==> src/rtl/rgb_pwm_sequencer.sv <==
// rtl/rgb_pwm_sequencer.sv - debounced button-stepped one-hot LED channel sequencer with PWM dimming
// Synchroniser, debouncer, STEP/STEP_REV/AUTO/HOLD channel sequencing and registered PWM-gated rgb drive.
module rgb_pwm_sequencer #(
  parameter int CHANNELS        = 3,
  parameter int PWM_BITS        = 8,
  parameter int DEBOUNCE_CYCLES = 16,
  parameter int AUTO_PERIOD     = 1024
) (
  input  logic                        clk,
  input  logic                        rst,
  input  logic                        ena,
  input  logic                        button,
  input  logic [1:0]                  mode,
  input  logic [PWM_BITS-1:0]         duty,
  output logic [CHANNELS-1:0]         rgb,
  output logic [$clog2(CHANNELS)-1:0] channel,
  output logic                        step_pulse
);

  localparam int CH_W = $clog2(CHANNELS);
  localparam int DB_W = $clog2(DEBOUNCE_CYCLES);
  localparam int AT_W = (AUTO_PERIOD > 1) ? $clog2(AUTO_PERIOD) : 1;

  localparam logic [CH_W-1:0] LAST_CH = CH_W'(CHANNELS - 1);
  localparam logic [DB_W-1:0] DB_LAST = DB_W'(DEBOUNCE_CYCLES - 1);
  localparam logic [AT_W-1:0] AT_LAST = AT_W'(AUTO_PERIOD - 1);

  typedef enum logic [1:0] {
    MODE_STEP     = 2'b00,
    MODE_STEP_REV = 2'b01,
    MODE_AUTO     = 2'b10,
    MODE_HOLD     = 2'b11
  } mode_e;

  mode_e mode_s;

  logic                sync1_q, sync1_d;
  logic                sync2_q, sync2_d;
  logic                deb_q, deb_d;
  logic                deb_prev_q, deb_prev_d;
  logic [DB_W-1:0]     db_cnt_q, db_cnt_d;
  logic [PWM_BITS-1:0] pwm_cnt_q, pwm_cnt_d;
  logic [AT_W-1:0]     timer_q, timer_d;
  logic [CH_W-1:0]     channel_q, channel_d;
  logic                step_pulse_q, step_pulse_d;
  logic [CHANNELS-1:0] rgb_q, rgb_d;

  logic            press;
  logic            pwm_on;
  logic [CH_W-1:0] ch_inc;
  logic [CH_W-1:0] ch_dec;

  assign mode_s = mode_e'(mode);

  // Debounced level only toggles after DEBOUNCE_CYCLES unbroken mismatch cycles.
  always_comb begin
    sync1_d    = button;
    sync2_d    = sync1_q;
    deb_d      = deb_q;
    deb_prev_d = deb_q;
    db_cnt_d   = '0;
    if (sync2_q != deb_q) begin
      if (db_cnt_q == DB_LAST) begin
        deb_d = ~deb_q;
      end else begin
        db_cnt_d = db_cnt_q + DB_W'(1);
      end
    end
  end

  assign press = deb_q & ~deb_prev_q;

  assign ch_inc = (channel_q == LAST_CH) ? '0 : channel_q + CH_W'(1);
  assign ch_dec = (channel_q == '0) ? LAST_CH : channel_q - CH_W'(1);

  always_comb begin
    channel_d    = channel_q;
    timer_d      = '0;
    step_pulse_d = 1'b0;
    case (mode_s)
      MODE_STEP: begin
        if (press) begin
          channel_d    = ch_inc;
          step_pulse_d = 1'b1;
        end
      end
      MODE_STEP_REV: begin
        if (press) begin
          channel_d    = ch_dec;
          step_pulse_d = 1'b1;
        end
      end
      MODE_AUTO: begin
        // A press coinciding with terminal count still yields a single advance.
        if (press || (timer_q == AT_LAST)) begin
          channel_d    = ch_inc;
          step_pulse_d = 1'b1;
          timer_d      = '0;
        end else begin
          timer_d = timer_q + AT_W'(1);
        end
      end
      MODE_HOLD: begin
        channel_d = channel_q;
      end
      default: begin
        channel_d = channel_q;
      end
    endcase
  end

  always_comb begin
    pwm_cnt_d = pwm_cnt_q + PWM_BITS'(1);
    pwm_on    = (&duty) | (pwm_cnt_q < duty);
    rgb_d     = '0;
    for (int i = 0; i < CHANNELS; i++) begin
      rgb_d[i] = ena & pwm_on & (channel_q == CH_W'(i));
    end
  end

  always_ff @(posedge clk) begin
    if (rst) begin
      sync1_q      <= 1'b0;
      sync2_q      <= 1'b0;
      deb_q        <= 1'b0;
      deb_prev_q   <= 1'b0;
      db_cnt_q     <= '0;
      pwm_cnt_q    <= '0;
      timer_q      <= '0;
      channel_q    <= '0;
      step_pulse_q <= 1'b0;
      rgb_q        <= '0;
    end else begin
      sync1_q      <= sync1_d;
      sync2_q      <= sync2_d;
      deb_q        <= deb_d;
      deb_prev_q   <= deb_prev_d;
      db_cnt_q     <= db_cnt_d;
      pwm_cnt_q    <= pwm_cnt_d;
      timer_q      <= timer_d;
      channel_q    <= channel_d;
      step_pulse_q <= step_pulse_d;
      rgb_q        <= rgb_d;
    end
  end

  assign rgb        = rgb_q;
  assign channel    = channel_q;
  assign step_pulse = step_pulse_q;

endmodule

==> config.mk <==
export PLATFORM = sky130hd
export DESIGN_NAME = rgb_pwm_sequencer
export DESIGN_NICKNAME = d
export VERILOG_FILES = /design/src/rtl/rgb_pwm_sequencer.sv
export SDC_FILE = /design/constraint.sdc
export NUM_CORES = 1
export LEC_CHECK = 0
export ABC_CLOCK_PERIOD_IN_PS = 2000
export BUFFER_PORTS_ARGS = -buffer_cell sky130_fd_sc_hd__buf_4
export CAP_MARGIN = 20
export CORE_ASPECT_RATIO = 1.25
export CORE_UTILIZATION = 56
export CTS_CLUSTER_DIAMETER = 30
export DETAILED_ROUTE_END_ITERATION = 7
export GPL_ROUTABILITY_DRIVEN = 0
export GPL_TIMING_DRIVEN = 0
export PLACE_DENSITY = 0.75
export SYNTH_ARGS = -nofsm -noshare
export SYNTH_HDL_FRONTEND = slang
export SYNTH_SLANG_ARGS = --single-unit
==> constraint.sdc <==
create_clock -name clk -period 2 [get_ports clk]
set_clock_uncertainty 0.15 [all_clocks]
set_input_delay 0.5 -clock clk [delete_from_list [all_inputs] [get_ports clk]]
set_output_delay 0.5 -clock clk [all_outputs]
set_load 0.005 [all_outputs]
==> flow_metrics.py, run 1 <==
metrics = {
    "detailed_routing": {
        "wl_um": 2771,
        "vias": 1182,
        "dr_wl_met2_um": 1454,
        "ant_nets": 0,
        "drtIter0Drc": 17,
        "drt-wirelength-per-cell_um": 12.32,
        "route.met3.wl_um": 104,
        "drt_drc_violations_left": 0,
        "drt-pass1-iter-count": 4,
        "dr.max_layer_used": "met4",
        "vias_per_cell": 5.253,
        "wl_met1_um": 1165,
    },
    "worst_setup_path": {
        "cpMostUsedCell": "nand2_2",
        "worstSetupStartpointType": "register",
        "crit_path_start": "timer_q[0]$_SDFF_PP0_",
        "arrival_ns": 1.88,
        "criticalPathCategory": "reg -> reg",
        "required_ns": 2.09,
        "path_max_fanout": 5,
        "r2r_end": "channel[0]$_SDFFE_PP0P_",
        "r2r_cells": 5,
        "rr_startpoint": "timer_q[0]$_SDFF_PP0_",
        "cp-end-kind": "register",
        "worstPathCellList": "ha_1, nand2_2, o41ai_4, nand2_2, a221oi_1",
        "critical-path-slowest-cell": "o41ai_4",
        "r2r_setup_slack_ns": 0.21,
        "cpPeakStageDelay_ns": 0.41,
        "endpoint": "channel[0]$_SDFFE_PP0P_",
    },
    "grt": {
        "grt.total_usage_pct": 23.91,
        "antenna_found_initial": 0,
        "grt_pass1_vias": 1284,
        "grt.overflow.total": 0,
        "grt_max_degree": 11,
        "grt_pass1_wl_um": 5188,
    },
    "sta": {
        "rsz0062_at_grt": "false",
        "slew_violations": 0,
        "slew_headroom_pct": 67.44,
        "fin_tns_setup_ns": 0,
        "setup_violations": 0,
        "fin_crit_sh_pct": 89.37,
        "fin_crit_ns": 1.787,
        "final-hold-violation-count": 0,
        "fmax_mhz": 559.5,
        "tightest_slew_ns": 0.4839,
    },
    "clock_tree": {
        "clock-sinks": 32,
        "cts_tree": "done",
        "clockRootBuffer": "clkbuf_4",
        "clk_latency_ns": 0.34,
        "cts_hold_buf": 0,
        "numCtsBuffers": 5,
        "cts_buffer_depth": 2,
        "ctsResizeCount": 0,
        "cts_max_level": 2,
        "path_clk_slew_ns": 0.10,
        "cts_setup_buffers": 0,
    },
    "floorplan": {
        "floorplan.initialDensity_pct": 60.35,
        "fp.dieArea_um2": 2910,
        "core_area_um2": 2502,
        "rows": 20,
        "io_pins": 20,
        "die_h_um": 60.06,
        "die_w_um": 48.45,
    },
    "synthesis": {
        "yosysTopAreaCell": "dfxtp_1",
        "synth_edf_count": 0,
        "synth_area_leaders": "dfxtp_1, ha_1, nor2_1",
        "synth_ff_type": "dfxtp_1",
        "yosys_warnings": 0,
        "yosysTopAreaCellShare_pct": 42.42,
        "ys_ff_latch": 32,
        "synth_area_um2": 1510,
        "syn_inst": 166,
        "avgSynthCellArea_um2": 9.098,
        "synthArstFlopShare_pct": 0,
        "synthDistinctLibCells": 30,
        "syn_nets": 194,
        "yosysSeqAreaShare_pct": 42.42,
    },
    "power_and_ir_drop": {
        "ir_drop_mv": 0.6585,
        "p_leak_nw": 0.7418,
        "power_density_nw_per_um2": 691.4,
    },
    "finish": {
        "final_cell_mix": "dfxtp_1, nor2_1, buf_4",
        "layout_commonest_cell": "dfxtp_1",
        "num_antenna_cells": 0,
        "nets": 219,
        "area_growth_pct": 16.74,
        "drive_gt1_share_pct": 15.63,
        "instances_no_fill": 225,
    },
    "place": {
        "dp.final_hpwl_um": 2122,
        "dpl.cell_count": 217,
        "numPortBuffers": 18,
    },
    "min_path": {
        "hp-start": "button",
        "hp-class": "in -> reg",
    },
    "flow_run": {
        "cap_viol_max_count": 0,
    },
    "outcome": {
        "outcome": "complete, no violations",
    },
}
==> metrics by stage <==
stage	util, %	total power [mW]	setup WS, ns	area (um2)	hold WS (ns)
2_1_floorplan	-	0.7087	0.3760	1510	0.2638
3_3_place_gp	67.40	0.7406	0.1611	1687	0.2805
3_5_place_dp	67.40	0.7448	0.1321	1687	0.2874
4_1_cts	70.45	1.235	0.1978	1763	0.2197
5_1_grt	70.45	1.265	0.05602	1763	0.2360
6_report	70.45	1.219	0.2125	1763	0.2263
==> flip-flops by register name, summed over array words and instances, names as in the netlist <==
| register | count |
|---|---|
| db_cnt_q | 4 |
| step_pulse | 1 |
| channel | 2 |
| sync1_q | 1 |
| deb_prev_d | 1 |
| pwm_cnt_q | 8 |
| rgb | 3 |
| timer_q | 10 |
| sync2_q | 1 |
| deb_prev_q | 1 |
==> synthesized netlist by cell type (all sizes together) (2+ instances only) <==
cell and count:
xnor2 9, a21oi 2, and3 3, inv 13, nand3 10, dfxtp 32, nand2b 2, nand4 2
nor2 26, o21ai 5, nand2 12, nor4 2, nor3 4, ha 14, nand4b 4, nor2b 5
xor2 7, a221oi 2, clkbuf 3, or3 2
==> layer usage <==
metal	up-vias	global-route usage, %
met1	546	24.33
li1	612	-
met3	5	7.634
met4	0	10.08
met2	19	45.47
met5	-	0
==> critical path, delay by kind of cell (launching register included) <==
kind	cells	cell delay, ns
flip-flops	1	0.36
adder cells (fa/ha/maj)	1	0.22
AND/OR/NAND/NOR	2	0.22
AO/OA/AOI/OAI	2	0.73
==> worst min path at each step <==
stage | end | slack, ns | cells past startpoint
after CTS | sync1_q$_SDFF_PP0_ | 0.22 | 2
after global routing | sync1_q$_SDFF_PP0_ | 0.24 | 2
after detailed placement | sync2_q$_SDFF_PP0_ | 0.29 | 1
after global placement | timer_q[0]$_SDFF_PP0_ | 0.28 | 1
final | sync1_q$_SDFF_PP0_ | 0.23 | 2
after floorplan | sync2_q$_SDFF_PP0_ | 0.26 | 1
==> power breakdown <==
part           internal (mW)  switching [mW]  leakage [nW]
Combinational         0.0384          0.0375         0.440
Sequential             0.647         0.00705         0.259
Clock                  0.262           0.227        0.0422
Total                  0.947           0.272         0.742
==> logic make-up after synthesis <==
family	after synthesis	synth area share, %
AOI/OAI and AO/OA	14	7.375
xor gates and xnor gates	16	9.280
adders and majority gates	14	11.60
buffers and inverters	16	3.977
DFF	32	42.42
muxes	1	0.6628
and+or+nand+nor	73	24.69
==> cell type report <==
| cell class | instances | area (um2) |
|---|---|---|
| fill | 205 | 739.5 |
| sequential | 32 | 640.6 |
| inverter | 13 | 48.80 |
| clock inverter | 2 | 35.03 |
| buffer | 3 | 11.26 |
| timing repair buffer | 18 | 135.1 |
| clock buffer | 6 | 41.29 |
| multi-input combinational | 118 | 809.5 |
| tap | 33 | 41.29 |
Power figures use the tool's default switching activity.
==> inputs of run 2 (changes only) <==
==> config.mk (replaced) <==
export PLATFORM = sky130hd
export DESIGN_NAME = rgb_pwm_sequencer
export DESIGN_NICKNAME = d
export VERILOG_FILES = /design/src/rtl/rgb_pwm_sequencer.sv
export SDC_FILE = /design/constraint.sdc
export NUM_CORES = 1
export LEC_CHECK = 0
export ABC_CLOCK_PERIOD_IN_PS = 2300
export BUFFER_PORTS_ARGS = -buffer_cell sky130_fd_sc_hd__buf_4
export CAP_MARGIN = 20
export CORE_ASPECT_RATIO = 1.25
export CORE_UTILIZATION = 60
export CTS_CLUSTER_DIAMETER = 30
export DETAILED_ROUTE_END_ITERATION = 7
export GPL_ROUTABILITY_DRIVEN = 0
export GPL_TIMING_DRIVEN = 0
export HOLD_SLACK_MARGIN = 0.08
export PLACE_DENSITY = 0.8
export SYNTH_ARGS = -nofsm -noshare
export SYNTH_HDL_FRONTEND = slang
export SYNTH_SLANG_ARGS = --single-unit
==> constraint.sdc (replaced) <==
create_clock -name clk -period 2.3 [get_ports clk]
set_clock_uncertainty 0.15 [all_clocks]
set_input_delay 0.575 -clock clk [delete_from_list [all_inputs] [get_ports clk]]
set_output_delay 0.575 -clock clk [all_outputs]
set_load 0.005 [all_outputs]
==> run 2 against run 1 <==
Effect of this change:
- wire length decreased by 1.8%
- global-route usage increased by 0.088 points
- critical path depth unchanged
- clock power decreased by 32%
- maximum frequency decreased by 1.2%
- clock-buffer cell count unchanged
- register-to-register slack improved by 0.28 ns
- combinational power decreased by 13%
- non-clock buffer count unchanged
- first-iteration DRC count increased by 24%
- hold slack improved by 0.069 ns
- sequential cell count unchanged
- highest routed layer unchanged
==> flow_metrics.py, run 2 (synthesis results as in run 1) <==
metrics = {
    "floorplan": {
        "rows": 19,
        "die_w_um": 46.88,
        "fp.dieArea_um2": 2723,
        "floorplan.initialDensity_pct": 66.17,
        "die_h_um": 58.09,
        "io_pins": 20,
        "core_area_um2": 2282,
    },
    "place": {
        "dpl.cell_count": 215,
        "numPortBuffers": 18,
        "pre_cts_ws_ns": 0.3417,
        "place_area_um2": 1684,
        "dp.final_hpwl_um": 2099,
    },
    "power_and_ir_drop": {
        "ir_drop_mv": 0.5595,
        "power_density_nw_per_um2": 554.8,
        "p_total_mw": 0.9683,
        "p_leak_nw": 0.7376,
    },
    "grt": {
        "grt.overflow.total": 0,
        "grt_pass1_wl_um": 4698,
        "grt.total_usage_pct": 24.00,
        "grt_pass1_vias": 1233,
        "grt_max_degree": 11,
        "antenna_found_initial": 0,
    },
    "detailed_routing": {
        "drtIter0Drc": 21,
        "ant_nets": 0,
        "drt-wirelength-per-cell_um": 12.20,
        "drt-pass1-iter-count": 4,
        "vias_per_cell": 5.430,
        "vias": 1211,
        "wl_um": 2720,
        "drt_drc_violations_left": 0,
    },
    "finish": {
        "drive_gt1_share_pct": 16.15,
        "final_core_util_pct": 76.48,
        "fill_cells": 182,
        "largest_register_ffs": 10,
        "num_antenna_cells": 0,
        "nets": 219,
        "reg_top3": "timer_q: 10 flops, pwm_cnt_q: 8 flops, db_cnt_q: 4 flops",
        "layout_commonest_cell": "dfxtp_1",
        "top_register": "timer_q",
        "instances_no_fill": 223,
        "area_growth_pct": 15.58,
        "multi_input_area_um2": 809.5,
        "fin_area_um2": 1745,
        "regArea_um2": 640.6,
        "final_cell_mix": "dfxtp_1, nor2_1, buf_4",
    },
    "clock_tree": {
        "clockRootBuffer": "clkbuf_4",
        "clock-sinks": 32,
        "cts_buffer_depth": 2,
        "cts_setup_buffers": 0,
        "path_clk_slew_ns": 0.10,
        "clk_latency_ns": 0.33,
        "cts_hold_buf": 0,
        "ctsResizeCount": 0,
        "numCtsBuffers": 5,
        "cts_max_level": 2,
        "cts_tree": "done",
    },
    "sta": {
        "setup_slack_ns": 0.4916,
        "slew_headroom_pct": 67.74,
        "holdWs_ns": 0.2956,
        "fin_tns_setup_ns": 0,
        "fin_crit_sh_pct": 78.63,
        "setup_violations": 0,
        "tightest_slew_ns": 0.4795,
        "fin_crit_ns": 1.808,
        "final-hold-violation-count": 0,
        "fmax_mhz": 553.0,
        "slew_violations": 0,
        "rsz0062_at_grt": "false",
    },
    "min_path": {
        "hp-class": "reg -> reg",
    },
    "worst_setup_path": {
        "endpoint": "channel[0]$_SDFFE_PP0P_",
        "worstSetupStartpointType": "register",
        "path_max_fanout": 5,
        "rr_startpoint": "timer_q[0]$_SDFF_PP0_",
        "r2r_setup_slack_ns": 0.49,
        "cp-end-kind": "register",
        "arrival_ns": 1.89,
        "required_ns": 2.38,
        "criticalPathCategory": "reg -> reg",
        "r2r_cells": 5,
        "r2r_end": "channel[0]$_SDFFE_PP0P_",
        "crit_path_start": "timer_q[0]$_SDFF_PP0_",
    },
    "outcome": {
        "outcome": "complete, no violations",
    },
    "flow_run": {
        "cap_viol_max_count": 0,
    },
}
[run 2: cell types whose count changed in the layout (fill, tap and decap cells not counted)]
cell / before / now
bufinv_16: 1 / 0
clkbuf_1: 4 / 3
clkbuf_8: 0 / 1
clkinv_2: 1 / 2
[run 2: worst min path at each step]
stage | start | to | slack [ns] | depth (start not counted)
after global placement | sync1_q$_SDFF_PP0_ | sync2_q$_SDFF_PP0_ | 0.28 | 1
final | timer_q[0]$_SDFF_PP0_ | timer_q[0]$_SDFF_PP0_ | 0.30 | 1
after detailed placement | timer_q[0]$_SDFF_PP0_ | timer_q[0]$_SDFF_PP0_ | 0.28 | 1
after floorplan | sync1_q$_SDFF_PP0_ | sync2_q$_SDFF_PP0_ | 0.26 | 1
after global routing | button | sync1_q$_SDFF_PP0_ | 0.30 | 2
after CTS | timer_q[0]$_SDFF_PP0_ | timer_q[0]$_SDFF_PP0_ | 0.30 | 1
[run 2: layout make-up]
type                            instances  share of cell area, %
Buffer                                  3                 0.6452
Clock buffer                            6                  2.939
Clock inverter                          2                 0.5735
Inverter                               13                  2.796
Multi-Input combinational cell        118                  46.38
Sequential cell                        32                  36.70
Tap cell                               31                  2.222
Timing Repair Buffer                   18                  7.742
[run 2: report_power, final]
group          internal (mW)  total (mW)  switching, mW  leakage [nW]
registers              0.562       0.569        0.00636         0.259
logic                 0.0337      0.0663         0.0326         0.440
clock network          0.145       0.333          0.188        0.0380
total                  0.741       0.968          0.227         0.738
[run 2: metal layers]
layer,GRT usage (%),up-vias,wire [um]
met4,11.84,0,51
met2,42.66,33,1417
met1,24.12,560,1134
met3,7.165,8,117
li1,-,610,-
met5,0,-,0
[run 2: worst max-delay path: stages, from the launching register on]
cell,delay [ns]
dfxtp_1,0.36
ha_1,0.23
nand2_2,0.12
o41ai_4,0.42
nand2_2,0.12
a221oi_1,0.32
==> inputs of run 3 (changes only) <==
==> config.mk (replaced) <==
export PLATFORM = sky130hd
export DESIGN_NAME = rgb_pwm_sequencer
export DESIGN_NICKNAME = d
export VERILOG_FILES = /design/src/rtl/rgb_pwm_sequencer.sv
export SDC_FILE = /design/constraint.sdc
export NUM_CORES = 1
export LEC_CHECK = 0
export ABC_CLOCK_PERIOD_IN_PS = 1800
export BUFFER_PORTS_ARGS = -buffer_cell sky130_fd_sc_hd__buf_4
export CAP_MARGIN = 20
export CORE_ASPECT_RATIO = 1.25
export CORE_UTILIZATION = 56
export CTS_CLUSTER_DIAMETER = 30
export DETAILED_ROUTE_END_ITERATION = 7
export GPL_ROUTABILITY_DRIVEN = 0
export GPL_TIMING_DRIVEN = 0
export HOLD_SLACK_MARGIN = 0.08
export PLACE_DENSITY = 0.75
export SYNTH_ARGS = -nofsm -noshare
export SYNTH_HDL_FRONTEND = slang
export SYNTH_SLANG_ARGS = --single-unit
==> constraint.sdc (replaced) <==
create_clock -name clk -period 1.8 [get_ports clk]
set_clock_uncertainty 0.15 [all_clocks]
set_input_delay 0.45 -clock clk [delete_from_list [all_inputs] [get_ports clk]]
set_output_delay 0.45 -clock clk [all_outputs]
set_load 0.005 [all_outputs]
==> run 3 against run 2 <==
Effect of this change:
- clock power rose by 64%
- combinational power grew 29%
- sequential power grew 28%
- critical endpoint unchanged
- sequential cell count did not move
- non-clock buffer count up 1
- largest power group unchanged
- largest cell class unchanged
==> flow_metrics.py, run 3 (synthesis results as in run 1) <==
metrics = {
    "grt": {
        "grt.total_usage_pct": 23.91,
        "antenna_found_initial": 0,
        "grt_pass1_wl_um": 5188,
        "grt_pass1_vias": 1286,
        "grt_max_degree": 11,
        "grt.overflow.total": 0,
    },
    "floorplan": {
        "io_pins": 20,
        "die_w_um": 48.45,
        "floorplan.initialDensity_pct": 60.35,
        "rows": 20,
        "die_h_um": 60.06,
        "fp.dieArea_um2": 2910,
        "core_area_um2": 2502,
    },
    "worst_setup_path": {
        "worstSetupStartpointType": "register",
        "required_ns": 1.90,
        "r2r_end": "channel[0]$_SDFFE_PP0P_",
        "path_max_fanout": 5,
        "r2r_setup_slack_ns": 0.06,
        "criticalPathCategory": "reg -> reg",
        "cp-end-kind": "register",
        "r2r_cells": 5,
        "rr_startpoint": "timer_q[1]$_SDFF_PP0_",
        "arrival_ns": 1.84,
    },
    "finish": {
        "num_antenna_cells": 0,
        "layout_commonest_cell": "dfxtp_1",
        "final_cell_mix": "dfxtp_1, nor2_1, buf_4",
        "final_core_util_pct": 71.55,
        "fill_cells": 204,
        "top_register": "timer_q",
        "area_growth_pct": 18.56,
        "instances_no_fill": 226,
        "largest_register_ffs": 10,
        "nets": 220,
        "reg_top3": "timer_q: 10 flops, pwm_cnt_q: 8 flops, db_cnt_q: 4 flops",
        "drive_gt1_share_pct": 17.62,
        "fin_area_um2": 1790,
    },
    "min_path": {
        "hp-class": "in -> reg",
        "whs_endpoint": "sync1_q$_SDFF_PP0_",
        "hold_depth": 2,
        "hp-start": "button",
    },
    "power_and_ir_drop": {
        "switchingPower_mw": 0.3056,
        "pwr-share-clk_pct": 40.2,
        "p_sw_share_pct": 22.49,
        "sequentialPowerShare_pct": 53.5,
        "p_leak_nw": 0.7427,
        "combPwrFrac_pct": 6.3,
        "power_density_nw_per_um2": 758.8,
        "internal-power_mw": 1.053,
        "ir_drop_mv": 0.7307,
    },
    "clock_tree": {
        "clock-sinks": 32,
        "cts_tree": "done",
        "cts_buffer_depth": 2,
        "cts_max_level": 2,
        "clockRootBuffer": "clkbuf_4",
        "cts_hold_buf": 0,
        "numCtsBuffers": 5,
        "clk_latency_ns": 0.34,
        "path_clk_slew_ns": 0.11,
    },
    "sta": {
        "tightest_slew_ns": 0.4844,
        "slew_violations": 0,
        "fin_crit_ns": 1.735,
        "slew_headroom_pct": 67.41,
        "setup_violations": 0,
        "final-hold-violation-count": 0,
        "fin_crit_sh_pct": 96.40,
        "fmax_mhz": 576.3,
    },
    "place": {
        "dp.final_hpwl_um": 2122,
        "numPortBuffers": 18,
        "dpl.cell_count": 217,
        "place_area_um2": 1687,
    },
    "detailed_routing": {
        "wl_um": 2886,
        "drt_drc_violations_left": 0,
        "vias": 1201,
        "vias_per_cell": 5.314,
        "drtIter0Drc": 20,
        "drt-pass1-iter-count": 4,
        "ant_nets": 0,
        "drt-wirelength-per-cell_um": 12.77,
    },
    "flow_run": {
        "cap_viol_max_count": 0,
    },
    "outcome": {
        "outcome": "complete, no violations",
    },
}
==> run 3: power groups by stage <==
stage               Combinational, mW  Sequential, mW  Clock (mW)
floorplan                      0.0463           0.741           0
global placement               0.0801           0.743           0
detailed placement             0.0846           0.743           0
CTS                            0.0857           0.727       0.559
global route                   0.0976           0.729       0.581
finish                         0.0858           0.727       0.546
==> run 3: metrics by stage <==
| stage | setup TNS, ns | total power, mW | setup slack (ns) | hold WS [ns] |
|---|---|---|---|---|
| 2_1_floorplan | 0 | 0.7875 | 0.1960 | 0.2638 |
| 3_3_place_gp | 0 | 0.8229 | 0.01106 | 0.2805 |
| 3_5_place_dp | -0.06270 | 0.8276 | -0.01789 | 0.2874 |
| 4_1_cts | 0 | 1.372 | 0.06542 | 0.1697 |
| 5_1_grt | -0.03515 | 1.407 | -0.03515 | 0.1860 |
| 6_report | 0 | 1.359 | 0.06487 | 0.1773 |
==> run 3: cell type report <==
type | instances | area, um2 | share of cell area (%)
plain buffers | 3 | 11.26 | 0.6289
clock buffers | 6 | 41.29 | 2.306
clock inverters | 2 | 35.03 | 1.957
inverters | 13 | 48.80 | 2.725
multi-input cells | 118 | 828.3 | 46.26
flip-flops and latches | 32 | 641.9 | 35.85
well taps | 33 | 41.29 | 2.306
repair buffers | 19 | 142.6 | 7.966
==> run 3: worst max path at each step <==
stage	endpoint	from	slack [ns]	cells after the start
after floorplan	channel[0]$_SDFFE_PP0P_	timer_q[0]$_SDFF_PP0_	0.20	5
after global placement	timer_q[9]$_SDFF_PP0_	rst	0.01	6
after detailed placement	rgb[2]$_SDFF_PP0_	duty[7]	-0.02	6
after CTS	channel[0]$_SDFFE_PP0P_	timer_q[6]$_SDFF_PP0_	0.07	4
after global routing	channel[0]$_SDFFE_PP0P_	timer_q[1]$_SDFF_PP0_	-0.04	5
final	channel[0]$_SDFFE_PP0P_	timer_q[1]$_SDFF_PP0_	0.06	5
==> run 3: routing by layer <==
layer  vias up  GRT usage [%]  part of all wire [%]
met2        17          45.47                    53
li1        614              -                     -
met5         -              0                     0
met1       565          24.33                    42
met3         5          7.634                   3.1
met4         0          10.08                   1.7
==> run 3: worst max-delay path, cell delays in order (launching register included) <==
cell      delay (ns)
dfxtp_1         0.39
ha_4            0.16
nand2_2         0.09
o41ai_4         0.43
nand2_2         0.13
a221oi_2        0.29
==> run 3: what timing repair did <==
| action | in CTS | in global routing |
|---|---|---|
| setup buffers | 0 | 1 |
| endpoints found under the setup margin | 1 | 1 |
| resized for setup | 0 | 4 |
| pin swaps | 1 | 2 |
